### src/rtl/router_pkg.sv
// router_pkg: shared router types (routing target, port index, flit and skid-buffer entry).
package router_pkg;
    localparam int NUM_OUTPUTS = 5;
    localparam int ROUTE_W = $clog2(NUM_OUTPUTS);
    typedef logic [ROUTE_W-1:0] target_t;
    typedef logic [ROUTE_W-1:0] port_idx_t;
    typedef struct packed {
        logic [3:0]  tag;
        logic [27:0] data;
    } flit_t;
    typedef struct packed {
        logic  last;
        flit_t flit;
    } skid_entry_t;
endpackage

### src/rtl/output_arbiter_rr.sv
// rr_arbiter: combinational round-robin pick of the first request at or after ptr.
module rr_arbiter #(
    parameter int N = 5,
    localparam int IW = N > 1 ? $clog2(N) : 1
) (
    input  logic [N-1:0]  req,
    input  logic [IW-1:0] ptr,
    output logic [IW-1:0] grant,
    output logic          grant_valid
);
    logic [IW-1:0] idx;
    always_comb begin
        grant = '0;
        idx = '0;
        for (int k = N - 1; k >= 0; k--) begin
            idx = IW'((int'(ptr) + k) % N);
            if (req[idx]) grant = idx;
        end
    end
    assign grant_valid = |req;
endmodule

### src/rtl/output_arbiter.sv
// output_arbiter: per-output-port wormhole arbiter feeding a 2-entry registered skid buffer.
module output_arbiter
    import router_pkg::*;
#(
    parameter int NUM_INPUTS = 5,
    parameter int PORT_ID = 0,
    parameter int TARGET_W = 3
) (
    input  logic                               clk,
    input  logic                               rst,
    input  logic [NUM_INPUTS-1:0]              in_valid,
    output logic [NUM_INPUTS-1:0]              in_ready,
    input  flit_t [NUM_INPUTS-1:0]             in_flit,
    input  logic [NUM_INPUTS-1:0][TARGET_W-1:0] in_target,
    input  logic [NUM_INPUTS-1:0]              in_last,
    output logic                               out_valid,
    input  logic                               out_ready,
    output flit_t                              out_flit,
    output logic                               out_last
);
    localparam int IW = NUM_INPUTS > 1 ? $clog2(NUM_INPUTS) : 1;
    localparam logic [0:0] IDLE = 1'b0;
    localparam logic [0:0] LOCKED = 1'b1;

    logic [0:0]            state;
    logic [IW-1:0]         rr_ptr, owner, grant, sel, nxt;
    logic                  grant_valid, space, push, pop;
    logic [NUM_INPUTS-1:0] req;
    logic [1:0]            count;
    skid_entry_t           ent0, ent1, din;

    for (genvar i = 0; i < NUM_INPUTS; i++) begin : g_req
        assign req[i] = in_valid[i] && in_target[i] == TARGET_W'(PORT_ID);
    end

    rr_arbiter #(.N(NUM_INPUTS)) u_rr (
        .req         (req),
        .ptr         (rr_ptr),
        .grant       (grant),
        .grant_valid (grant_valid)
    );

    // space comes from the registered occupancy, so in_ready never sees out_ready
    assign space = count != 2'd2;
    assign sel = state == LOCKED ? owner : grant;
    assign nxt = sel == IW'(NUM_INPUTS - 1) ? '0 : sel + 1'b1;

    always_comb begin
        in_ready = '0;
        in_ready[sel] = !rst && space && (state == LOCKED ? req[owner] : grant_valid);
    end

    assign push = |(in_valid & in_ready);
    assign pop = out_valid && out_ready;
    assign din = {in_last[sel], in_flit[sel]};
    assign out_valid = count != 2'd0;
    assign out_flit = ent0.flit;
    assign out_last = ent0.last;

    always_ff @(posedge clk) begin
        if (rst) begin
            state <= IDLE;
            rr_ptr <= '0;
            owner <= '0;
            count <= '0;
        end else begin
            count <= count + {1'b0, push} - {1'b0, pop};
            if (push) begin
                state <= in_last[sel] ? IDLE : LOCKED;
                owner <= sel;
                if (in_last[sel]) rr_ptr <= nxt;
            end
        end
    end

    // ent0 is the output head; a push lands in the first slot left free after any pop
    always_ff @(posedge clk) begin
        if (pop) ent0 <= ent1;
        if (push && count == {1'b0, pop}) ent0 <= din;
        else if (push) ent1 <= din;
    end
endmodule

### config.mk
export PLATFORM = sky130hd
export DESIGN_NAME = output_arbiter
export DESIGN_NICKNAME = d
export VERILOG_FILES = /design/src/rtl/router_pkg.sv /design/src/rtl/output_arbiter_rr.sv /design/src/rtl/output_arbiter.sv
export SDC_FILE = /design/constraint.sdc
export NUM_CORES = 1
export LEC_CHECK = 0
export BUFFER_PORTS_ARGS = -buffer_cell sky130_fd_sc_hd__buf_2
export CORE_MARGIN = 5
export CORE_UTILIZATION = 51
export DETAILED_ROUTE_END_ITERATION = 10
export MAX_ROUTING_LAYER = met4
export PLACE_DENSITY = 0.83
export SLEW_MARGIN = 20
export SYNTH_ARGS = -nofsm -noshare
export SYNTH_HDL_FRONTEND = slang
export SYNTH_SLANG_ARGS = --single-unit
### constraint.sdc
create_clock -name clk -period 8.8 [get_ports clk]
set_input_delay 0.88 -clock clk [delete_from_list [all_inputs] [get_ports clk]]
set_output_delay 0.88 -clock clk [all_outputs]
set_load 0.01 [all_outputs]
==> metrics.csv <==
metric,value,unit
chip height,118.9,µm
"Setup Fix Bufs, Post-CTS",0,
Final GP Congestion,0.9673,
GR Overflow Total,0,
Sum Neg Setup Slack,0,ns
Critical Path End Type,flip-flop,
synthesized cell area,6052,µm²
Setup Crit Path Kind,flip-flop to flip-flop,
initial core utilization,52.55,%
Clock Tree Root,clkbuf_16,
synthesized area per cell,10.22,µm²
number of global-route vias before repair,5769,
fin crit share,83.26,%
antenna violations before repair,0,
drt total wl,19080,µm
R2R cell count,19,
final setup vio count,0,
Pwr Density,438.9,nW/µm²
clk_skew,0.01233,ns
post-synthesis cell count,592,
worst path arrival time,7.27,ns
Nets,1013,
IO Port Bufs,226,
post-synthesis sequential area ratio,35.72,%
Core Area,11520,µm²
Sink Count,75,
Syn-to-layout area delta,25.53,%
Yosys Warn Count,0,
Peak VDD IR,0.4027,mV
normalized max-slew margin,27.30,%
Pleak,3.188,nW
remaining antenna violation count,0,
Final Critical Period,7.327,ns
Min-Delay Path Depth,1,
CP startpoint kind,flip-flop,
first-pass GRT wire length,29580,µm
clock latency on the worst-skew pair,0.32,ns
Max Fclk,136.5,MHz
die span in x,118.9,µm
share of cells above drive strength 1,38.59,%
ys flop type,edfxtp_1,
htree depth,3,
Post-CTS Resized,0,
worst slew pin tran,1.088,ns
IO Pins,227,
CTS tree,yes,
clock buffer depth,2,
worst hold path class,flip-flop to flip-flop,
vias per cell,6.037,
CP Max Fanout,34,
DR DRC count,0,
GRT Resource Usage Total,26.40,%
drt first pass iters,5,
wire length per cell,20.08,µm
outcome,"finished, final reports clean",
Hold Fails Final Rpt,0,
pin count of the biggest net entering global routing,42,
# rows,39,
critical path data required time,8.74,ns
max cap viols,0,
syn_nets,803,
Die Area,14150,µm²
CTS buffer count,9,
routed via count,5735,
# hold bufs at CTS,0,
clk slew on worst S/H paths,0.06,ns
starting DRC count in detailed routing,486,
Final Total Pwr,3.334,mW
post-synthesis register bit count,75,
fraction of registers with async set/reset,0,%
HPWL Detailed,15070,µm
Slew Limit Fails,0,
number of synthesized flops with an enable pin,66,
RSZ-0062 raised after global routing,no,
synth unique cells,77,
-- registers in the layout (all words and copies together) (netlist names) --
register	cells
out_flit	32
ent1	33
out_last	1
count	2
owner	3
rr_ptr	3
state	1
-- path summary, 6_finish.rpt --
path / from / endpoint / slack [ns]
min reg2reg: ent1[0] / out_flit[0] / 0.54
min: ent1[0] / out_flit[0] / 0.54
max reg2reg: rr_ptr[1] / out_flit[13] / 1.47
max: rr_ptr[1] / out_flit[13] / 1.47
-- worst max-delay path: stages (launching register included) --
cell	delay (ns)
dfxtp_1	0.52
inv_1	0.34
ha_1	0.84
clkinv_1	0.40
a21oi_1	0.29
ha_1	0.32
nor2b_1	0.28
o32ai_1	0.15
or2_2	0.29
o221ai_1	0.23
o31a_1	0.21
a41oi_1	0.13
a311o_1	0.36
a31oi_4	0.19
buf_4	0.45
o21bai_1	0.14
a31o_2	0.29
clkinv_2	0.12
nand3_4	0.50
nand2b_2	0.87
-- cells by family (layout without fill, tap and decap cells) --
logic type	count (synthesis)	count (layout)	share of synthesized area [%]
adder cells (fa/ha/maj)	23	23	4.755
AO/OA/AOI/OAI	147	147	18.52
multiplexers	112	112	21.31
XOR/XNOR	10	10	1.571
other	0	1	0
AND/OR/NAND/NOR	165	165	13.58
buffers and inverters	60	274	4.528
flip-flops	75	75	35.72
-- final cells by class --
class | instances | area (µm²)
clock buffer | 9 | 225.2
antenna | 1 | 2.502
sequential | 75 | 2162
fill | 900 | 3919
multi-input combinational | 457 | 3674
tap | 143 | 178.9
timing repair buffer | 235 | 1199
clock inverter | 6 | 65.06
inverter | 24 | 91.34
-- metrics by stage --
stage	setup slack [ns]	cell area, µm²	hold slack, ns	instances	util [%]
after floorplan	2.242	6052	0.4833	592	-
final	1.473	7597	0.5404	950	65.97
after CTS	1.459	7595	0.5404	949	65.95
after detailed placement	1.516	7305	0.5210	934	63.43
after global routing	0.9693	7595	0.5620	949	65.95
after global placement	1.910	7305	0.5144	934	63.43
-- layout by cell type (no fill, tap or decap), types with 5 or more instances in the layout --
cell       count
a211oi_1       5
a21o_1         6
a21oi_1       25
and2_1         5
buf_2        226
buf_4          9
clkbuf_16      9
dfxtp_1        9
edfxtp_1      66
ha_1          23
inv_1         19
mux2_2         6
mux2_4        29
mux2i_1       73
nand2_1       63
nand2b_1       8
nand3_1        6
nor2_1        31
nor2b_1        5
nor3_1        13
nor4_1         6
o21a_1        10
o21ai_0       12
o221ai_1      33
o22ai_1        6
o31a_1         5
or3_1          5
xnor2_1        8
-- synth_stat cells (3+ instances only) --
| cell | n | area (µm²) |
|---|---|---|
| inv_1 | 19 | 71.32 |
| o221ai_1 | 33 | 289.0 |
| nand2_1 | 63 | 236.5 |
| o21ai_0 | 12 | 60.06 |
| mux2i_1 | 73 | 730.7 |
| mux2_4 | 29 | 435.4 |
| dfxtp_1 | 9 | 180.2 |
| mux2_1 | 3 | 33.78 |
| a211oi_1 | 5 | 37.54 |
| a31oi_1 | 5 | 31.28 |
| xnor2_1 | 8 | 70.07 |
| o22ai_1 | 6 | 37.54 |
| nor2b_1 | 5 | 31.28 |
| nor4_1 | 6 | 37.54 |
| o31a_1 | 5 | 43.79 |
| nor3_1 | 14 | 70.07 |
| clkbuf_1 | 17 | 63.81 |
| and2_1 | 5 | 31.28 |
| mux2_2 | 6 | 67.56 |
| nand3_1 | 6 | 30.03 |
| buf_6 | 4 | 45.04 |
| a21oi_1 | 26 | 130.1 |
| o21bai_1 | 3 | 22.52 |
| nor2_1 | 31 | 116.4 |
| edfxtp_1 | 66 | 1982 |
| nand2b_1 | 9 | 56.30 |
| or3_1 | 5 | 31.28 |
| buf_2 | 14 | 70.07 |
| a21o_1 | 6 | 45.04 |
| o21a_1 | 10 | 75.07 |
| o211ai_1 | 4 | 30.03 |
| ha_1 | 23 | 287.8 |
| nor4b_1 | 5 | 43.79 |
-- metal layers --
| metal | vias to the layer above | track usage (%) | wire (µm) |
|---|---|---|---|
| li1 | 2699 | - | - |
| met1 | 2704 | 29.89 | 7337 |
| met2 | 289 | 46.68 | 9803 |
| met3 | 43 | 4.597 | 1408 |
| met4 | 0 | 9.993 | 530 |
| met5 | - | - | 0 |
-- where the power goes --
part | internal [mW] | switching [mW] | total (mW)
clock | 0.219 | 0.137 | 0.356
combinational | 0.933 | 1.35 | 2.29
sequential | 0.640 | 0.0528 | 0.693
No activity file was read; power rests on OpenSTA's default activity.
